**config.mk**
```make
export PLATFORM = sky130hd
export DESIGN_NAME = fix_query_sched
export DESIGN_NICKNAME = d
export VERILOG_FILES = /design/src/rtl/fix_parser_pkg.sv /design/src/rtl/rr_arbiter.sv /design/src/rtl/fix_query_sched.sv
export SDC_FILE = /design/constraint.sdc
export NUM_CORES = 1
export LEC_CHECK = 0
export CORE_AREA = 2 2 291 293
export CTS_CLUSTER_SIZE = 40
export DETAILED_ROUTE_END_ITERATION = 12
export DIE_AREA = 0 0 293 295
export GPL_ROUTABILITY_DRIVEN = 0
export GPL_TIMING_DRIVEN = 0
export HOLD_SLACK_MARGIN = 0.03
export MAX_ROUTING_LAYER = met4
export SLEW_MARGIN = 25
export SYNTH_ARGS = -nofsm -noshare
export SYNTH_HDL_FRONTEND = slang
export SYNTH_SLANG_ARGS = --single-unit
```
**constraint.sdc**
```tcl
create_clock -name clk -period 6.8 [get_ports clk]
set_clock_uncertainty 0.1 [all_clocks]
set_input_delay 1.02 -clock clk [delete_from_list [all_inputs] [get_ports clk]]
set_output_delay 1.02 -clock clk [all_outputs]
set_load 0.1 [all_outputs]
```
**src/rtl/fix_parser_pkg.sv**
```systemverilog
// Shared types and default widths for the FIX parser storage and query logic.
package fix_parser_pkg;

  localparam int DEF_TAG_WIDTH   = 32;
  localparam int DEF_VALUE_WIDTH = 256;
  localparam int DEF_ADDR_WIDTH  = 5;

  typedef enum logic [2:0] {
    QS_IDLE    = 3'd0,
    QS_LOC_RD  = 3'd1,
    QS_LOC_CAP = 3'd2,
    QS_SEARCH  = 3'd3,
    QS_WAIT    = 3'd4,
    QS_VAL_RD  = 3'd5,
    QS_VAL_CAP = 3'd6,
    QS_DONE    = 3'd7
  } fix_query_state_t;

  // Position of the off-th candidate after last in a ring of n requesters.
  function automatic int rr_pos(input int last, input int off, input int n);
    return (last + off) % n;
  endfunction

endpackage

```
**src/rtl/rr_arbiter.sv**
```systemverilog
// Combinational round-robin arbiter: the requester after last_grant has top priority.
module rr_arbiter
  import fix_parser_pkg::*;
#(
  parameter int N  = 4,
  parameter int IW = (N > 1) ? $clog2(N) : 1
) (
  input  logic [N-1:0]  req,
  input  logic [IW-1:0] last_grant,
  input  logic          enable,
  output logic [N-1:0]  grant,
  output logic [IW-1:0] grant_idx
);

  logic found;

  always_comb begin
    grant     = '0;
    grant_idx = '0;
    found     = 1'b0;
    for (int i = 1; i <= N; i++) begin
      if (enable && !found && req[rr_pos(int'(last_grant), i, N)]) begin
        found     = 1'b1;
        grant[rr_pos(int'(last_grant), i, N)] = 1'b1;
        grant_idx = IW'(rr_pos(int'(last_grant), i, N));
      end
    end
  end

endmodule

```
**src/rtl/fix_query_sched.sv**
```systemverilog
// Shares the location-table / tag-CAM / value-RAM lookup path among host query requesters.
//   state    | meaning
//   IDLE     | wait for a request while no storage write is in progress, arbitrate
//   LOC_RD   | location-table read strobe for the latched message
//   LOC_CAP  | capture message window, empty entry finishes as miss
//   SEARCH   | CAM search strobe over the window
//   WAIT     | CAM latency countdown, sample match in the last cycle
//   VAL_RD   | value RAM read strobe at the matched index
//   VAL_CAP  | capture value, mark hit
//   DONE     | ack the granted requester with hit/value
module fix_query_sched
  import fix_parser_pkg::*;
#(
  parameter int NUM_REQ     = 4,
  parameter int NUM_MESSAGE = 10,
  parameter int MSG_WIDTH   = 4,
  parameter int TAG_WIDTH   = DEF_TAG_WIDTH,
  parameter int ADDR_WIDTH  = DEF_ADDR_WIDTH,
  parameter int VALUE_WIDTH = DEF_VALUE_WIDTH,
  parameter int SEARCH_LAT  = 2
) (
  input  logic                           clk,
  input  logic                           rst,
  input  logic [NUM_REQ-1:0]             req_i,
  input  logic [NUM_REQ*MSG_WIDTH-1:0]   req_msg_i,
  input  logic [NUM_REQ*TAG_WIDTH-1:0]   req_tag_i,
  output logic [NUM_REQ-1:0]             ack_o,
  output logic                           hit_o,
  output logic [VALUE_WIDTH-1:0]         value_o,
  output logic                           busy_o,
  input  logic                           wr_busy_i,
  output logic                           loc_re_o,
  output logic [MSG_WIDTH-1:0]           loc_msg_o,
  input  logic                           loc_valid_i,
  input  logic [ADDR_WIDTH-1:0]          loc_start_i,
  input  logic [ADDR_WIDTH-1:0]          loc_end_i,
  output logic                           search_o,
  output logic [TAG_WIDTH-1:0]           find_tag_o,
  output logic [ADDR_WIDTH-1:0]          start_idx_o,
  output logic [ADDR_WIDTH-1:0]          end_idx_o,
  input  logic                           tag_match_i,
  input  logic [ADDR_WIDTH-1:0]          index_i,
  output logic                           val_oe_o,
  output logic [ADDR_WIDTH-1:0]          val_addr_o,
  input  logic [VALUE_WIDTH-1:0]         val_data_i
);

  localparam int IDX_W = (NUM_REQ > 1) ? $clog2(NUM_REQ) : 1;
  localparam int CNT_W = $clog2(SEARCH_LAT + 1);

  fix_query_state_t       state;
  logic [IDX_W-1:0]       last_grant;
  logic [IDX_W-1:0]       grant_idx;
  logic [NUM_REQ-1:0]     grant_oh;
  logic [MSG_WIDTH-1:0]   msg_q;
  logic [TAG_WIDTH-1:0]   tag_q;
  logic [ADDR_WIDTH-1:0]  start_q;
  logic [ADDR_WIDTH-1:0]  end_q;
  logic [ADDR_WIDTH-1:0]  idx_q;
  logic [CNT_W-1:0]       cnt_q;

  logic [NUM_REQ-1:0]     arb_grant;
  logic [IDX_W-1:0]       arb_idx;
  logic [MSG_WIDTH-1:0]   sel_msg;
  logic [TAG_WIDTH-1:0]   sel_tag;

  rr_arbiter #(.N(NUM_REQ), .IW(IDX_W)) u_arb (
    .req        (req_i),
    .last_grant (last_grant),
    .enable     ((state == QS_IDLE) && !wr_busy_i),
    .grant      (arb_grant),
    .grant_idx  (arb_idx)
  );

  assign sel_msg = req_msg_i[arb_idx*MSG_WIDTH +: MSG_WIDTH];
  assign sel_tag = req_tag_i[arb_idx*TAG_WIDTH +: TAG_WIDTH];

  // Lookup-side addresses come straight from the latches so they stay stable through WAIT.
  assign loc_msg_o   = msg_q;
  assign find_tag_o  = tag_q;
  assign start_idx_o = start_q;
  assign end_idx_o   = end_q;
  assign val_addr_o  = idx_q;
  assign busy_o      = (state != QS_IDLE);

  always_ff @(posedge clk) begin
    if (rst) begin
      state      <= QS_IDLE;
      last_grant <= IDX_W'(NUM_REQ - 1);
      grant_idx  <= '0;
      grant_oh   <= '0;
      msg_q      <= '0;
      tag_q      <= '0;
      start_q    <= '0;
      end_q      <= '0;
      idx_q      <= '0;
      cnt_q      <= '0;
      ack_o      <= '0;
      hit_o      <= 1'b0;
      value_o    <= '0;
      loc_re_o   <= 1'b0;
      search_o   <= 1'b0;
      val_oe_o   <= 1'b0;
    end else begin
      ack_o    <= '0;
      hit_o    <= 1'b0;
      value_o  <= '0;
      loc_re_o <= 1'b0;
      search_o <= 1'b0;
      val_oe_o <= 1'b0;
      case (state)
        QS_IDLE: begin
          if (|arb_grant) begin
            grant_oh  <= arb_grant;
            grant_idx <= arb_idx;
            msg_q     <= sel_msg;
            tag_q     <= sel_tag;
            if (int'(sel_msg) >= NUM_MESSAGE) begin
              state <= QS_DONE;
              ack_o <= arb_grant;
            end else begin
              state    <= QS_LOC_RD;
              loc_re_o <= 1'b1;
            end
          end
        end
        QS_LOC_RD: state <= QS_LOC_CAP;
        QS_LOC_CAP: begin
          start_q <= loc_start_i;
          end_q   <= loc_end_i;
          if (!loc_valid_i) begin
            state <= QS_DONE;
            ack_o <= grant_oh;
          end else begin
            state    <= QS_SEARCH;
            search_o <= 1'b1;
          end
        end
        QS_SEARCH: begin
          state <= QS_WAIT;
          cnt_q <= CNT_W'(SEARCH_LAT - 1);
        end
        QS_WAIT: begin
          if (cnt_q == '0) begin
            if (tag_match_i) begin
              idx_q    <= index_i;
              state    <= QS_VAL_RD;
              val_oe_o <= 1'b1;
            end else begin
              state <= QS_DONE;
              ack_o <= grant_oh;
            end
          end else begin
            cnt_q <= cnt_q - 1'b1;
          end
        end
        QS_VAL_RD: state <= QS_VAL_CAP;
        QS_VAL_CAP: begin
          state   <= QS_DONE;
          ack_o   <= grant_oh;
          hit_o   <= 1'b1;
          value_o <= val_data_i;
        end
        QS_DONE: begin
          last_grant <= grant_idx;
          state      <= QS_IDLE;
        end
        default: state <= QS_IDLE;
      endcase
    end
  end

endmodule
```
# [Yosys cells after proc, flatten, opt, wreduce, memory -nomap -nowiden]
# Cells that the tools add are included.
[totals] out_inout_bits=316 reg_bits=328 word_cells=137 inputBits=424
[op_classes] bitwise=13 n_addsub=5 reduce_logical=33 n_eq_ne=10 shift=2 magnitude_cmp=9 n_mux=49
[ops] op="$shiftx 128x8->32" count=1
[ops] op="$mux 4" count=9
[ops] op="$pmux 3 s8" count=1
[ops] op="$mux 1" count=19
[ops] op="$lt 3x4->1 const B" count=4
[ops] op="$pmux 4 s4" count=1
[ops] op="$shiftx 16x5->4" count=1
[ops] op="$eq 3x3->1 const B" count=4
[ops] op="$ge 3x1->1 const B" count=4
[ops] op="$logic_and 1x1->1" count=12
[ops] op="$mux 2" count=6
[ops] op="$mux 3" count=4
[ops] op="$or 4x4->4" count=3
[ops] op="$reduce_or 2->1" count=6
[ops] op="$bmux 1 s2" count=4
[ops] op="$demux 1 s2" count=4
[ops] op="$eq 3x2->1 const B" count=2
[ops] op="$not 1->1" count=6
[ops] op="$reduce_and 2->1" count=3
[ops] op="$reduce_or 3->1" count=2
[ops] op="$add 2x1->2 const B" count=2
[ops] op="$add 2x2->2 const B" count=2
[ops] op="$and 1x1->1 const A" count=4
[ops] op="$ge 4x4->1 const B" count=1
[ops] op="12 further kinds" count=16

# [Longest topological paths before layout]
# Gate-level depths: netlist (run 1).
[depth] ltp_word=25 mapped_depth=14

# [By module]
# From an unflattened synthesis (run 1), not the netlist that was laid out.
[unflattened] hier_cells=980 area_unflattened_um2=10914.2
[by_module_without_submodules] mod="fix_query_sched" area_per_inst_um2=10323.7 instances=1 seq_area_each_um2=6566.3 cells_each=898
[by_module_without_submodules] mod="rr_arbiter" area_per_inst_um2=590.6 instances=1 seq_area_each_um2=0.0 cells_each=82

# [Least setup slack after synthesis (run 1)]
# Ideal clock, no wire load.
[synth_timing] kind="input to register" from="in req_i[3]" to="reg state[1]" path_buffers=3 setup_time_ns=0.120 stages=10 arrival_time_ns=3.016 required_time_ns=6.580 setup_slack_ns=3.564 cell_sequence="buf_6 mux4_2 nor4_1 and3b_1 buf_6 buf_6 a21oi_2 a22o_2 a211oi_2 o31a_1"
[synth_between] elab_chain_cells=22 elab_cells_between_ends=44 cone_classes="order compare (1); eq/ne (1); shift (1); mux (26); bitwise (3); reduce/logical (12)"
[synth_rtl] element="from (decl)" line_no="fix_query_sched.sv:24" rtl="input logic [NUM_REQ-1:0] req_i,"
[synth_rtl] element="$bmux 1 s2" line_no="rr_arbiter.sv:22" rtl="if (enable && !found && req[rr_pos(int'(last_grant), i, N)]) begin"
[synth_rtl] element="$mux 1 (not written as such) (2 in series)" line_no="rr_arbiter.sv:22"
[synth_rtl] element="$logic_and 1x1->1" line_no="rr_arbiter.sv:22"
[synth_rtl] element="$mux 1" line_no="rr_arbiter.sv:22"
[synth_rtl] element="$logic_not 1->1" line_no="rr_arbiter.sv:22"
[synth_rtl] element="$logic_and 1x1->1 (2 in series)" line_no="rr_arbiter.sv:22"
[synth_rtl] element="$mux 1" line_no="rr_arbiter.sv:22"
[synth_rtl] element="$logic_not 1->1" line_no="rr_arbiter.sv:22"
[synth_rtl] element="[... 3 more ...]"
[synth_rtl] element="$logic_not 1->1" line_no="rr_arbiter.sv:22"
[synth_rtl] element="$logic_and 1x1->1 (2 in series)" line_no="rr_arbiter.sv:22"
[synth_rtl] element="$mux 2" line_no="rr_arbiter.sv:22"
[synth_rtl] element="$shiftx 16x5->4" line_no="fix_query_sched.sv:75" rtl="assign sel_msg = req_msg_i[arb_idx*MSG_WIDTH +: MSG_WIDTH];"
[synth_rtl] element="$ge 4x4->1" line_no="fix_query_sched.sv:118" rtl="if (int'(sel_msg) >= NUM_MESSAGE) begin"
[synth_rtl] element="$mux 3" line_no="fix_query_sched.sv:118"
[synth_rtl] element="$mux 3" line_no="fix_query_sched.sv:113" rtl="if (|arb_grant) begin"
[synth_rtl] element="$pmux 3 s8" line_no="fix_query_sched.sv:111" rtl="case (state)"
[synth_rtl] element="to (signal assigned)" line_no="fix_query_sched.sv:119" rtl="state <= QS_DONE;"
[synth_rtl] element="to (signal assigned)" line_no="fix_query_sched.sv:122" rtl="state <= QS_LOC_RD;"
[synth_rtl] element="to (signal assigned)" line_no="fix_query_sched.sv:127" rtl="QS_LOC_RD: state <= QS_LOC_CAP;"
[synth_rtl] element="to (decl)" line_no="fix_query_sched.sv:51" rtl="fix_query_state_t state;"
# Parallel ways exist; a longest one is shown, timed or not. The select of a mux whose other input is x is not followed.
# A chain may end at the register's enable or synchronous reset.

# [Worst setup path in the final report (run 1)]
[layout_timing] from="reg last_grant[0]" to="reg tag_q[15], in the netlist find_tag_o[15]"
[layout_between] elab_chain_cells=20 elab_cells_between_ends=71 cone_classes="add/sub (4); order compare (8); shift (1); mux (31); bitwise (7); reduce/logical (20)"
[layout_rtl] element="from (decl)" line_no="fix_query_sched.sv:52" rtl="logic [IDX_W-1:0] last_grant;"
[layout_rtl] element="from (signal assigned)" line_no="fix_query_sched.sv:89" rtl="last_grant <= IDX_W'(NUM_REQ - 1);"
[layout_rtl] element="from (signal assigned)" line_no="fix_query_sched.sv:165" rtl="last_grant <= grant_idx;"
[layout_rtl] element="parallel branches: the longest is 20 deep, another holds $add 2x1->2"
[layout_rtl] element="to (signal assigned)" line_no="fix_query_sched.sv:117" rtl="tag_q <= sel_tag;"
[layout_rtl] element="to (decl)" line_no="fix_query_sched.sv:56" rtl="logic [TAG_WIDTH-1:0] tag_q;"
# Several ways; the timed one is not identified. The select of a mux whose other input is x is not followed.

==> results of run 1 <==
worst min-delay path, stage by stage (launching register included):
cell and delay, ns:
dfxtp_1 0.30, nand2_1 0.05, a21oi_1 0.05
cells in the final DEF (no fill, tap or decap), types with 7 or more instances in the layout:
cell type        count
clkbuf_16           42
buf_2               42
clkdlybuf4s50_1    703
a21oi_1             48
nor2_1              30
dfxtp_1            328
clkbuf_1            59
nand3_1             34
diode_2             13
nand2_1            120
and2_1             260
buf_6                8
mux2i_1             88
inv_1                7
clkbuf_8             9
ha_1                 9
cell type report:
type	count	area, um2
Timing Repair Buffer	739	7220
Clock inverter	12	191
Multi-Input combinational cell	663	4280
Buffer	69	348
Inverter	7	26.3
Sequential cell	328	6570
Fill cell	8905	61900
Tap cell	1080	1350
Clock buffer	62	1220
Antenna cell	13	32.5
power groups by stage:
stage          clock (mW)  combinational [mW]  sequential (mW)
5_1_grt              2.43                2.23             2.15
3_5_place_dp            0                2.15             2.17
3_3_place_gp            0                2.16             2.17
4_1_cts              2.36                2.15             2.13
2_1_floorplan           0               0.488             3.10
6_report             2.27                2.13             2.13
metal layers:
layer	global-route usage (%)	routed length [um]	share of wire (%)
met2	22.5	28600	49
met4	5.48	2610	4.5
met1	13.0	20400	35
met5	-	0	0
met3	5.73	6260	11
metrics by stage:
stage,instances,setup slack [ns],util [%]
after floorplan,1067,3.56,-
after global placement,2883,0.201,24.0
after detailed placement,2886,2.45,23.8
after CTS,2960,2.91,25.5
after global routing,2972,2.78,25.5
final,2973,2.95,25.5
worst max-delay path by stage:
stage	end	slack (ns)	depth (start not counted)
floorplan	state[1]	3.56	10
global placement	value_o[185]	0.20	5
detailed placement	find_tag_o[15]	2.45	9
CTS	find_tag_o[15]	2.91	11
global route	find_tag_o[15]	2.78	10
finish	find_tag_o[15]	2.95	11
cells in the mapped netlist, drive strengths merged, types with 3 or more instances:
library cell and n:
dfxtp 328, and2 260, nand2 120, mux2i 88, a21oi 51, clkbuf 49
nand3 34, nor2 31, buf 20, ha 9, a22o 7, inv 7
o21ai 7, a311oi 5, nand2b 5, nand3b 5, a211oi 3, mux4 3
nor2b 3, nor3 3, nor3b 3, nor4b 3, o21a 3
kinds of logic after synthesis:
| family | count (synthesis) | synth area share, % |
|---|---|---|
| buffers and inverters | 76 | 3.32 |
| multiplexers | 92 | 8.56 |
| flip-flops | 328 | 58.6 |
| AND/OR/NAND/NOR | 476 | 23.3 |
| adder cells (fa/ha/maj) | 9 | 1.00 |
| AO/OA/AOI/OAI | 86 | 5.30 |
registers in the layout, indices dropped and copies added, names as in the netlist:
name         flops
value_o        256
find_tag_o      32
end_idx_o        5
start_idx_o      5
val_addr_o       5
ack_o            4
grant_oh         4
loc_msg_o        4
state            3
cnt_q            2
grant_idx        2
last_grant       2
hit_o            1
loc_re_o         1
search_o         1
val_oe_o         1
==> qor.csv, run 1 <==
stage,metric,value,unit
global_route,initial antenna violation count,18,
global_route,global route overflow,0,
worst_hold_path,Hold Crit Class,register to register,
synthesis,most used flip-flop cell after synthesis,dfxtp_1,
power_and_ir_drop,"Power, Total",6.53,mW
timing,FMAX,260,MHz
worst_setup_path,CP Buf/Inv Count,3,
layout,share of cells above drive strength 1,7.66,%
power_and_ir_drop,cell-internal power,4.06,mW
layout,Final Cell Area,21200,um2
global_route,first-pass GRT wire length,77600,um
status,status,"finished, final reports clean",
timing,# setup viols final,0,
clocking,hold_buf cts,0,
synthesis,yosys warns,0,
clocking,CTS root buffer,clkbuf_16,
worst_setup_path,worst reg2reg endpoint,find_tag_o[15],
worst_setup_path,Worst Setup SP,last_grant[0],
clocking,Bufs on Longest Clock Path,3,
timing,Slew HR,26.0,%
floorplan,Initial Util,13.5,%
drt,1st-iter DRT viols,318,
timing,total negative setup slack,0,ns
clocking,CTS tree,yes,
synthesis,top-area cell type share of the netlist area,58.6,%
power_and_ir_drop,Logic pwr share,32.6,%
clocking,CTS buffer count,41,
timing,Max Slew Vio Count,0,
synthesis,Post-synth EDFFs,0,
timing,Worst-Margin Slew,1.11,ns
power_and_ir_drop,Cell Pwr Density,307,nW/um2
worst_setup_path,"CP delay by family, top",simple AND/OR/NAND/NOR gates,
synthesis,Yosys top cell by area,dfxtp_1,
floorplan,die area,86400,um2
drt,Final ANT Viol Nets,0,
placed_design,I/O Buffers,736,
floorplan,core area,83200,um2
floorplan,row count,106,
drt,DRT Pass-1 Iters,4,
power_and_ir_drop,P_leak,8.45,nW
worst_setup_path,reg2reg start,last_grant[0],
worst_setup_path,crit path max-delay cell type,dfxtp_1,
worst_setup_path,WS Path Type,register to register,
layout,Nets,2282,
floorplan,boundary pin count,740,
worst_setup_path,"Largest stage delay, worst path",0.52,ns
synthesis,#FFs+latches synth,328,
synthesis,Synth Net Count,1500,
synthesis,ranking of synthesized cells by area,"dfxtp_1 59%, and2_1 15%, mux2i_1 7.9%",
power_and_ir_drop,Switching Power,2.46,mW
clocking,"Reg clk slew, reported paths",0.06,ns
worst_setup_path,Critical Path RT,7.11,ns
synthesis,async set-reset flop share out of synthesis,0,%
clocking,post-cts resize count,0,
placed_design,DP Area,19800,um2
drt,drt via density,3.47,
floorplan,chip height,295,um
flow_run,Max-Cap Viols,0,
synthesis,syn_area_per_cell,10.5,um2
clocking,post-CTS setup buffer count,0,
floorplan,Die W,293,um
worst_setup_path,CP Cell Sequence,buf_4 > inv_1 > ha_1 > mux4_2 > nor4b_4 > and2_1 > a311oi_2 > nand4_2 > clkbuf_1 > nand3_1 > a21oi_1,
timing,Final Hold Fails,0,
worst_hold_path,hold_sp,find_tag_o[9],
worst_setup_path,Critical Path Sink Type,register,
global_route,number of global-route vias before repair,10604,
synthesis,Yosys cell types,53,
synthesis,Syn Inst Count,1067,
worst_setup_path,FF-to-FF setup slack,2.95,ns
placed_design,DP HPWL,49300,um
timing,unrepaired setup endpoints after global routing,no,
synthesis,post-synthesis instance area,11200,um2
timing,Min Hold Slack,0.348,ns
worst_setup_path,Worst R2R Path Depth,11,
global_route,GRT Total Usage,13.1,%
timing,fin crit share,56.5,%
synthesis,post-synthesis sequential area ratio,58.6,%
power_and_ir_drop,sw frac,37.7,%
timing,minimum clock period,3.85,ns
drt,DR vias,10309,
drt,Avg WL per Cell,19.4,um
worst_setup_path,CP Launch Type,register,
power_and_ir_drop,Max VDD drop,175,uV
global_route,largest net degree at the start of global routing,13,
power_and_ir_drop,sequential group share of total power,32.7,%
clocking,worst-skew pair later-pin latency,0.56,ns
power_and_ir_drop,Clk network pwr share,34.7,%
worst_setup_path,crit-path max FO,10,
clocking,CTS H-tree lvls,2,
drt,DRC Markers,0,
worst_hold_path,hold path depth,2,
layout,synth-to-layout area growth,89.3,%
worst_setup_path,crit path DAT,4.15,ns
worst_hold_path,Hold EP,find_tag_o[9],
clocking,total clock sinks,328,
drt,WL final,57800,um
Power figures use the tool's default switching activity.
==> run 2, diff against run 1 <==
Clock period 6.8 ns to 3.3 ns, I/O delays scaled along.
==> run 2 against run 1 <==
Net effect: hold slack barely moved; via count rose by 0.81%; flip-flop and latch count did not move.
==> qor.csv, run 2 (same netlist as run 1, synthesis figures left out) <==
stage,metric,value,unit,change
status,status,"finished, final reports clean",,
power_and_ir_drop,Clk network pwr share,34.4,%,-0.3 points
power_and_ir_drop,Cell Pwr Density,631,nW/um2,+110%
floorplan,chip height,295,um,unchanged
timing,Final Hold Fails,0,,unchanged
drt,DRC Markers,0,,unchanged
drt,1st-iter DRT viols,249,,-22%
timing,total negative setup slack,0,ns,unchanged
floorplan,die area,86400,um2,unchanged
drt,Final ANT Viol Nets,0,,unchanged
drt,WL final,58300,um,+0.80%
worst_setup_path,Critical Path RT,3.61,ns,-3.50 ns
power_and_ir_drop,sequential group share of total power,32.4,%,-0.3 points
floorplan,Initial Util,13.5,%,unchanged
worst_setup_path,crit path DAT,3.51,ns,-0.64 ns
clocking,"Reg clk slew, reported paths",0.06,ns,about the same
worst_setup_path,CP Launch Type,register,,
global_route,first-pass GRT wire length,77900,um,+0.39%
power_and_ir_drop,Switching Power,5.11,mW,+110%
floorplan,core area,83200,um2,unchanged
layout,share of cells above drive strength 1,9.18,%,+1.5 points
global_route,largest net degree at the start of global routing,13,,unchanged
timing,# setup viols final,0,,unchanged
timing,Min Hold Slack,0.348,ns,+0.0000360 ns
floorplan,row count,106,,unchanged
floorplan,Die W,293,um,unchanged
worst_setup_path,WS Path Type,register to register,,
drt,DRT Pass-1 Iters,4,,unchanged
clocking,CTS tree,yes,,
worst_setup_path,Worst R2R Path Depth,14,,+3
global_route,initial antenna violation count,18,,unchanged
worst_setup_path,CP Cell Sequence,buf_6 > clkinvlp_4 > ha_4 > mux4_2 > buf_4 > a211oi_1 > o21ai_1 > buf_4 > buf_4 > buf_6 > mux2i_2 > nand2_1 > nand3_1 > a21oi_1,,
placed_design,Placed Cells incl. Taps,2886,,unchanged
placed_design,DP HPWL,49300,um,unchanged
placed_design,Post-Place Worst Slack,-0.571,ns,-3.02 ns
power_and_ir_drop,cell-internal power,8.45,mW,+110%
timing,Slew HR,25.7,%,-0.28 points
global_route,global route overflow,0,,unchanged
worst_setup_path,Most common cell on crit path,buf_4,,
layout,"most common cell after layout, fill and taps aside",clkdlybuf4s50_1,,
clocking,CTS root buffer,clkbuf_16,,
timing,Max Slew Vio Count,0,,unchanged
power_and_ir_drop,P_leak,8.56,nW,+1.3%
worst_setup_path,worst reg2reg endpoint,loc_msg_o[0],,
worst_setup_path,crit-path max FO,10,,unchanged
global_route,GRT Total Usage,13.2,%,+0.055 points
power_and_ir_drop,sw frac,37.7,%,about the same
clocking,hold_buf cts,0,,unchanged
worst_setup_path,Critical Path Sink Type,register,,
layout,Nets,2297,,+0.66%
floorplan,boundary pin count,740,,unchanged
clocking,CTS H-tree lvls,2,,unchanged
drt,DR vias,10392,,+0.81%
timing,minimum clock period,3.20,ns,-0.646 ns
power_and_ir_drop,Max VDD drop,361,uV,+110%
timing,PnR worst setup slack,0.100,ns,-2.85 ns
timing,fin crit share,97.0,%,+40 points
worst_hold_path,hold path depth,2,,unchanged
worst_hold_path,Hold Crit Class,register to register,,
worst_hold_path,Hold EP,find_tag_o[9],,
drt,drt via density,3.48,,+0.27%
global_route,number of global-route vias before repair,10673,,+0.65%
layout,Top reg by flops,value_o,,
clocking,Bufs on Longest Clock Path,3,,unchanged
layout,synth-to-layout area growth,91.8,%,
clocking,worst-skew pair later-pin latency,0.56,ns,about the same
layout,most frequent cells in the layout,"702 x clkdlybuf4s50_1, 326 x dfxtp_1, 260 x and2_1, 120 x nand2_1, 87 x mux2i_1",,
timing,FMAX,313,MHz,+20%
worst_setup_path,crit path max-delay cell type,mux4_2,,
clocking,CTS buffer count,41,,unchanged
power_and_ir_drop,Logic pwr share,33.2,%,+0.6 points
drt,Avg WL per Cell,19.5,um,+0.26%
layout,Non-Filler Instances,2989,,+0.54%
worst_setup_path,reg2reg start,last_grant[1],,
timing,Worst-Margin Slew,1.11,ns,+0.00423 ns
placed_design,I/O Buffers,736,,unchanged
layout,max reg flops,256,,unchanged
worst_hold_path,hold_sp,find_tag_o[9],,
clocking,total clock sinks,328,,unchanged
flow_run,Max-Cap Viols,0,,unchanged
power_and_ir_drop,"Power, Total",13.6,mW,+110%
worst_setup_path,FF-to-FF setup slack,0.10,ns,-2.85 ns
worst_setup_path,"Largest stage delay, worst path",0.41,ns,-0.11 ns
[run 2: worst max path at each step]
stage	from	to	slack, ns	depth (start not counted)
2_1_floorplan	last_grant[0]	state[1]	0.25	12
3_3_place_gp	rst	value_o[185]	-2.77	5
3_5_place_dp	last_grant[0]	find_tag_o[15]	-0.57	11
4_1_cts	last_grant[1]	loc_re_o	0.03	13
5_1_grt	last_grant[1]	find_tag_o[12]	-0.03	14
6_report	last_grant[1]	loc_msg_o[0]	0.10	14
[run 2: what timing repair did]
action                     in CTS  in global routing
setup buffers                   9                  6
pin swaps                       4                  4
setup endpoints to repair      50                 50
cloned                          0                  0
gates resized for setup        20                 20
[run 2: stage by stage]
| step | instance area (um2) | util (%) |
|---|---|---|
| floorplan | 11200 | - |
| global placement | 19900 | 24.0 |
| detailed placement | 19800 | 23.8 |
| CTS | 21400 | 25.7 |
| global route | 21500 | 25.9 |
| finish | 21500 | 25.9 |
[run 2: cell type report]
class / instances / area [um2]
repair buffers: 754 / 7330
clock buffers: 62 / 1220
diodes: 14 / 35.0
flip-flops and latches: 328 / 6570
well taps: 1080 / 1350
plain buffers: 69 / 392
fillers: 8878 / 61700
multi-input cells: 663 / 4380
clock inverters: 12 / 191
inverters: 7 / 33.8
[run 2: metal layers]
metal | share of wire, % | GRT usage, % | vias up
met5 | 0 | - | -
met4 | 4.5 | 5.57 | 0
met2 | 49 | 22.6 | 538
met3 | 11 | 5.68 | 102
met1 | 35 | 13.0 | 4680
li1 | - | - | 5072
[run 2: critical path, delay by kind of cell, from the launching register on]
kind / cells / cell delay [ns]
multiplexers: 2 / 0.65
adder cells (fa/ha/maj): 1 / 0.30
buffers and inverters: 6 / 1.02
flip-flops: 1 / 0.37
AND/OR/NAND/NOR: 2 / 0.19
AO/OA/AOI/OAI: 3 / 0.40
[run 2: power groups by stage]
stage / Sequential [mW] / Clock [mW] / Combinational [mW]
after floorplan: 6.40 / 0 / 1.01
after global placement: 4.47 / 0 / 4.45
after detailed placement: 4.48 / 0 / 4.43
after CTS: 4.39 / 4.86 / 4.51
after global routing: 4.42 / 5.00 / 4.71
final: 4.39 / 4.67 / 4.51
==> run 3, diff against run 2 <==
Settings changed: CORE_AREA 2 2 291 293 to 3 3 283 285, DIE_AREA 0 0 293 295 to 0 0 286 288.
==> run 3 against run 2 <==
Net effect: clock power decreased by 4%; global-route usage increased by 0.27 points; core utilization increased by 1.8 points; critical path depth decreased by 1; sequential share of layout area increased by 0.063 points.
==> qor.csv, run 3 (same netlist as run 1, synthesis figures left out) <==
stage,metric,value,unit,change
layout,max reg flops,256,,unchanged
drt,drt via density,3.54,,+1.9%
global_route,first-pass GRT wire length,77500,um,-0.50%
power_and_ir_drop,cell-internal power,8.28,mW,-2.1%
power_and_ir_drop,"Power, Total",13.4,mW,-1.2%
placed_design,DP Area,19800,um2,about the same
clocking,CTS root buffer,clkbuf_16,,
power_and_ir_drop,Logic pwr share,33.8,%,+0.6 points
clocking,hold_buf cts,0,,unchanged
placed_design,DP HPWL,48000,um,-2.7%
clocking,"Reg clk slew, reported paths",0.06,ns,about the same
global_route,GRT Total Usage,13.4,%,+0.27 points
drt,Avg WL per Cell,19.5,um,about the same
placed_design,Post-Place Worst Slack,-0.645,ns,-0.0736 ns
floorplan,die area,82400,um2,-4.7%
timing,minimum clock period,3.17,ns,-0.0253 ns
clocking,CTS buffer count,40,,-2.4%
timing,FMAX,315,MHz,+0.80%
layout,synth-to-layout area growth,91.3,%,
floorplan,row count,102,,-3.8%
clocking,CTS H-tree lvls,2,,unchanged
clocking,worst-skew pair later-pin latency,0.55,ns,about the same
worst_setup_path,Critical Path Sink Type,register,,
clocking,Bufs on Longest Clock Path,3,,unchanged
timing,Worst-Margin Slew,1.11,ns,-0.00335 ns
timing,Final Hold Fails,0,,unchanged
layout,Top reg by flops,value_o,,
drt,Met1 Wirelength,21100,um,+3.1%
clocking,CTS tree,yes,,
power_and_ir_drop,sw frac,38.2,%,+0.51 points
floorplan,core area,77600,um2,-6.7%
floorplan,chip height,288,um,-2.4%
worst_setup_path,WS Path Type,register to register,,
timing,Max Slew Vio Count,0,,unchanged
power_and_ir_drop,sequential group share of total power,32.8,%,+0.4 points
drt,DRT Pass-1 Iters,4,,unchanged
clocking,total clock sinks,328,,unchanged
floorplan,Die W,286,um,-2.4%
worst_setup_path,Critical Path RT,3.70,ns,+0.09 ns
timing,# setup viols final,0,,unchanged
worst_hold_path,hold path depth,2,,unchanged
floorplan,Initial Util,14.5,%,+0.97 points
global_route,initial antenna violation count,7,,-11
placed_design,I/O Buffers,736,,unchanged
drt,highest routed metal layer,met4,,
layout,Nets,2292,,-0.22%
drt,1st-iter DRT viols,280,,+12%
drt,met2 WL post-DR,29200,um,+1.4%
power_and_ir_drop,Max VDD drop,359,uV,-0.53%
worst_setup_path,crit-path max FO,10,,unchanged
floorplan,boundary pin count,740,,unchanged
drt,DRC Markers,0,,unchanged
power_and_ir_drop,Clk network pwr share,33.4,%,-1.0 points
placed_design,Placed Cells incl. Taps,2846,,-1.4%
power_and_ir_drop,Switching Power,5.12,mW,+0.11%
layout,"most common cell after layout, fill and taps aside",clkdlybuf4s50_1,,
drt,WL met3,5270,um,-17%
flow_run,Max-Cap Viols,0,,unchanged
layout,most frequent cells in the layout,"712 x clkdlybuf4s50_1, 326 x dfxtp_1, 260 x and2_1, 120 x nand2_1, 81 x mux2i_1",,
layout,Final Cell Area,21500,um2,-0.24%
timing,Slew HR,25.9,%,+0.22 points
worst_setup_path,crit path DAT,3.57,ns,+0.06 ns
power_and_ir_drop,P_leak,8.47,nW,-0.97%
layout,share of cells above drive strength 1,8.63,%,-0.55 points
power_and_ir_drop,Cell Pwr Density,624,nW/um2,-1.0%
timing,fin crit share,96.2,%,-0.77 points
global_route,largest net degree at the start of global routing,13,,unchanged
timing,PnR worst setup slack,0.126,ns,+0.0253 ns
drt,Final ANT Viol Nets,0,,unchanged
drt,DR vias,10394,,+0.019%
layout,Non-Filler Instances,2934,,-1.8%
timing,Min Hold Slack,0.352,ns,+0.00325 ns
status,status,"finished, final reports clean",,
global_route,number of global-route vias before repair,10828,,+1.5%
layout,fin util,27.6,%,+1.8 points
worst_hold_path,Hold Crit Class,register to register,,
drt,WL final,57200,um,-1.9%
global_route,global route overflow,0,,unchanged
worst_setup_path,CP Launch Type,register,,
worst_setup_path,Worst R2R Path Depth,13,,-1
timing,total negative setup slack,0,ns,unchanged
## run 3: changes by cell type in the layout (fill, tap and decap cells not counted), moves of 4 or more
cell / previous run / this run
buf_2: 40 / 28
buf_4: 21 / 14
buf_6: 9 / 13
clkdlybuf4s50_1: 702 / 712
diode_2: 14 / 6
mux2i_1: 87 / 81
## run 3: final timing paths
kind                  startpoint  slack (ns)        endpoint
setup / recovery   last_grant[1]        0.13        state[1]
hold / removal    find_tag_o[26]        0.35  find_tag_o[26]
hold reg to reg   find_tag_o[26]        0.35  find_tag_o[26]
setup reg to reg   last_grant[1]        0.13        state[1]
## run 3: per-layer routing
| layer | GRT usage [%] | up-vias |
|---|---|---|
| li1 | - | 5059 |
| met2 | 24.1 | 521 |
| met4 | 3.98 | 0 |
| met3 | 4.82 | 74 |
| met5 | - | - |
| met1 | 13.7 | 4740 |
## run 3: final cells by class
cell class	instances	area, um2
timing repair buffer	750	7380
clock buffer	59	1150
tap	1040	1300
inverter	7	33.8
buffer	69	392
sequential	328	6570
fill	8282	56100
antenna	6	15.0
multi-input combinational	663	4430
clock inverter	12	173
## run 3: power groups by stage
stage / Sequential [mW] / Combinational [mW] / Clock (mW)
after detailed placement: 4.49 / 4.45 / 0
final: 4.40 / 4.52 / 4.47
after floorplan: 6.40 / 1.01 / 0
after CTS: 4.40 / 4.52 / 4.65
after global placement: 4.48 / 4.44 / 0
after global routing: 4.43 / 4.71 / 4.80
## run 3: critical path, stage by stage, from the launching register on
cell	delay, ns
dfxtp_2	0.37
buf_6	0.16
clkinvlp_4	0.12
ha_4	0.31
mux4_2	0.37
buf_4	0.20
nand3b_1	0.15
a21oi_1	0.30
a311oi_4	0.09
nand4_4	0.21
buf_4	0.17
nor2_1	0.04
nor4b_1	0.32
o31a_1	0.18
## run 3: what timing repair did
item                                    in CTS  in global routing
pin swaps                                    3                  4
cloned                                       0                  0
setup buffers                                5                  6
endpoints found under the setup margin      50                 48
resized for setup                           24                 22
==> RTL edit 1, RTL diff (config.mk and constraints of run 3) <==
The package constant `DEF_VALUE_WIDTH` goes from 256 to 128.
--- a/src/rtl/fix_parser_pkg.sv
+++ b/src/rtl/fix_parser_pkg.sv
@@ -2,7 +2,7 @@
 package fix_parser_pkg;
 
   localparam int DEF_TAG_WIDTH   = 32;
-  localparam int DEF_VALUE_WIDTH = 256;
+  localparam int DEF_VALUE_WIDTH = 128;
   localparam int DEF_ADDR_WIDTH  = 5;
 
   typedef enum logic [2:0] {
Ports: changed (resized val_data_i and value_o); port bits go from 740 to 484. The function was not compared with the original's and may differ.
==> RTL edit 1 against run 3 <==
Sequential cell count fell by 128; worst setup slack better by 0.019 ns; critical path type unchanged; area after synthesis down 31%; wire length is 37% lower; sequential share of layout area shrank 3.6 points; final cell count shrank 19%; power down 34%; cell area down 31%; clock power decreased by 47%.
==> RTL edit 1: results (changes against run 3) <==
Timing
  • Slew margin rel.: 30.0% (+4.1 points)
  • Final Hold Slack: 0.354 ns (+0.00222 ns)
  • Fin crit share: 95.6% (-0.56 points)

Critical path
  • Crit path DAT: 3.47 ns (-0.10 ns)
  • R2r setup slk: 0.14 ns (+0.02 ns)
  • CP max stage delay: 0.39 ns (+0.02 ns)
  • Reg2Reg Depth: 12 (-1)
  • Top Family by Delay on Critical Path: compound AO/OA/AOI/OAI gates

Pwr
  • Leak: 0.00573 uW (-32%)
  • Max VDD drop: 0.284 mV (-21%)
  • Internal power: 4870 uW (-41%)

Cells and area
  • Final #Nets: 1630 (-29%)
  • Fill cell count: 8693 (+5.0%)
  • Layout cells sized above 1: 9.34% (+0.71 points)

CTS
  • H-Tree Level Count: 4 (+2)
  • CTS Buf Count: 17 (-57%)
  • Clk_lat worst skew: 0.47 ns (-0.08 ns)

Placed design
  • Worst slack, placed: -0.879 ns (-0.235 ns)
  • Post-detail-place hpwl: 29000 um (-40%)

Synth
  • Most common library cells after synthesis: dfxtp_1, nand2_1, and2_1, mux2i_1, a21oi_1
  • Mapped Nets: 1116 (-26%)
  • Seq/Total Area, Yosys: 51.5% (-7.1 points)

GRT
  • Initial antenna violation count: 3 (-4)
  • Global Route Usage Sum: 8.83% (-4.6 points)
  • Global-route wire length before repair: 50600 um (-35%)

Detailed routing
  • Average vias per placed instance: 3.13 (-12%)
  • Initial DRC Count: 209 (-25%)
  • Avg WL per Cell: 15.1 um (-22%)

Run status
  • Status: finished, final reports clean
RTL edit 1: cells by family after synthesis:
family,after synthesis,share of synthesized area (%)
compound gates,96,8.31
fa+ha+maj,9,1.45
buf+inv,63,3.94
flops,200,51.5
mux,82,11.0
simple gates,361,23.8
RTL edit 1: worst register-to-register path, stage by stage (launching register included):
cell and delay (ns):
dfxtp_4 0.37, buf_6 0.14, clkinvlp_4 0.13, ha_4 0.30, mux4_2 0.39, buf_4 0.19
nor4_2 0.22, and3b_1 0.20, buf_4 0.15, mux2i_1 0.12, a22o_2 0.31, a21oi_4 0.23
a22o_1 0.22
RTL edit 1: per-stage QoR:
stage | TNS (ns) | std cells | instance area, um^2 | util [%]
4_1_cts | 0 | 2370 | 14700 | 19.0
6_report | 0 | 2379 | 14800 | 19.1
3_5_place_dp | -26.70 | 2331 | 13800 | 17.8
2_1_floorplan | 0 | 811 | 7780 | -
3_3_place_gp | -43.04 | 2331 | 13900 | 17.9
5_1_grt | -0.0215 | 2378 | 14800 | 19.1
RTL edit 1: power by group through the flow:
stage / clock network (uW) / logic (uW) / registers (uW)
floorplan: 0 / 1100 / 4110
global placement: 0 / 3700 / 2790
detailed placement: 0 / 3670 / 2790
CTS: 2510 / 3770 / 2740
global route: 2570 / 3960 / 2770
finish: 2370 / 3720 / 2740
RTL edit 1: cell type report:
type                    instances  share of cell area, %
plain buffers                  57                   2.31
repair buffers                495                   32.9
multi-input cells             548                   24.4
clock buffers                  17                   2.87
flip-flops and latches        200                   27.1
diodes                          1                 0.0169
clock inverters                15                   1.55
well taps                    1040                   8.78
inverters                       6                  0.203
RTL edit 1: timing repair:
item	4_1_cts	5_1_grt
gates resized for setup	34	14
setup endpoints to repair	50	49
setup buffers	7	8
pin swaps	6	1
endpoints found under the hold margin	0	0
RTL edit 1: routing by layer:
layer | vias up | track usage, % | part of all wire, %
li1 | 3719 | - | -
met4 | 0 | 3.15 | 2.3
met1 | 3349 | 10.6 | 45
met5 | - | - | 0
met2 | 332 | 13.7 | 46
met3 | 42 | 3.01 | 7.5
RTL edit 1: final timing paths:
check / from / end
max reg2reg: last_grant[0]$_SDFFE_PP1P_ / ack_o[0]$_SDFF_PP0_
max: last_grant[0]$_SDFFE_PP1P_ / ack_o[0]$_SDFF_PP0_
min: find_tag_o[14]$_SDFFE_PP0P_ / find_tag_o[14]$_SDFFE_PP0P_
min reg2reg: find_tag_o[14]$_SDFFE_PP0P_ / find_tag_o[14]$_SDFFE_PP0P_
==> RTL edit 2, RTL diff (flow settings as in run 3) <==
Without the edit above. Reset style: asynchronous (`rst`), changed in one clocked block.
--- a/src/rtl/fix_query_sched.sv
+++ b/src/rtl/fix_query_sched.sv
@@ -83,7 +83,7 @@
   assign val_addr_o  = idx_q;
   assign busy_o      = (state != QS_IDLE);
 
-  always_ff @(posedge clk) begin
+  always_ff @(posedge clk or posedge rst) begin
     if (rst) begin
       state      <= QS_IDLE;
       last_grant <= IDX_W'(NUM_REQ - 1);
Check against the original RTL: not settled (the Yosys comparison gave no result); the edit may change what the design does.
==> RTL edit 2 against run 3 <==
Critical path depth is the same; utilization is 2.0 points higher; sequential cell count did not move; cell area increased by 7.3%; worst setup slack got worse by 0.035 ns; wire length up 4.9%; area after synthesis up 10%; largest cell class is now sequential cells.
Power is not compared: it rests on default switching activity, and its combinational part moved more than twofold at a synthesized area within 25%.
==> RTL edit 2: results (changes against run 3) <==
Cells and area
  • Reg area: 8210 um^2 (+25%)
  • Layout cells sized above 1: 10.6% (+2.0 points)
  • Multi-input comb cells: 693 (+4.5%)
  • Clock network area share: 6.38% (+0.21 points)
  • Clkbuf count: 54 (-8.5%)
  • FFs & Latches: 328 (unchanged)
  • ANT cells: 11 (+5)
  • Inverters: 9 (+2)

Synth
  • Most common library cells after synthesis: dfrtp_1, and2_1, nand2_1, o21ai_0, clkbuf_1
  • Avg Inst Size Synth: 11.3 um^2 (+7.7%)
  • Post-synthesis mux area share: 2.52% (-6.0 points)
  • Synth cell types: 38 (-28%)
  • Synth Area in Compound Gates: 4.65% (-0.64 points)
  • Mapped Nets: 1525 (+1.7%)

Worst hold path
  • Hold Path Class: primary input to asynchronous set/reset pin

GRT
  • Largest net degree at the start of global routing: 33 (+20)
  • Initial antenna violation count: 17 (+10)
  • Global-route wire length before repair: 82800 um (+6.8%)
  • Global Route Usage Sum: 14.3% (+0.88 points)

Timing
  • Final Hold Slack: 0.172 ns (-0.180 ns)

Critical path
  • CP startpoint: last_grant[0]$_DFFE_PP1N_
  • CP max stage delay: 0.55 ns (+0.18 ns)
  • Worst setup path end: ack_o[2]$_DFF_PP0_

Run status
  • Status: finished, final reports clean

Placed design
  • Inst Count DP: 2885 (+1.4%)
  • PortBufs: 739 (+0.41%)

Detailed routing
  • Average vias per placed instance: 3.63 (+2.4%)
RTL edit 2: repair_timing:
item | CTS | global route
setup buffers | 10 | 9
gates cloned | 1 | 0
endpoints found under the setup margin | 50 | 50
pin swaps | 8 | 7
gates resized for setup | 30 | 26
RTL edit 2: per-stage QoR:
step | setup slack, ns | cell area (um^2) | util, %
after detailed placement | -0.722 | 21200 | 27.3
after global routing | -0.0310 | 23000 | 29.7
after floorplan | -1.67 | 12400 | -
after global placement | -4.44 | 21100 | 27.1
after CTS | 0.0174 | 22900 | 29.5
final | 0.0904 | 23000 | 29.7
RTL edit 2: per-layer routing:
metal	vias up	global-route usage, %	share of wire, %
met3	66	4.87	9.1
met4	0	3.52	2.3
met5	-	-	0
met2	536	25.5	52
li1	5131	-	-
met1	5120	15.2	37
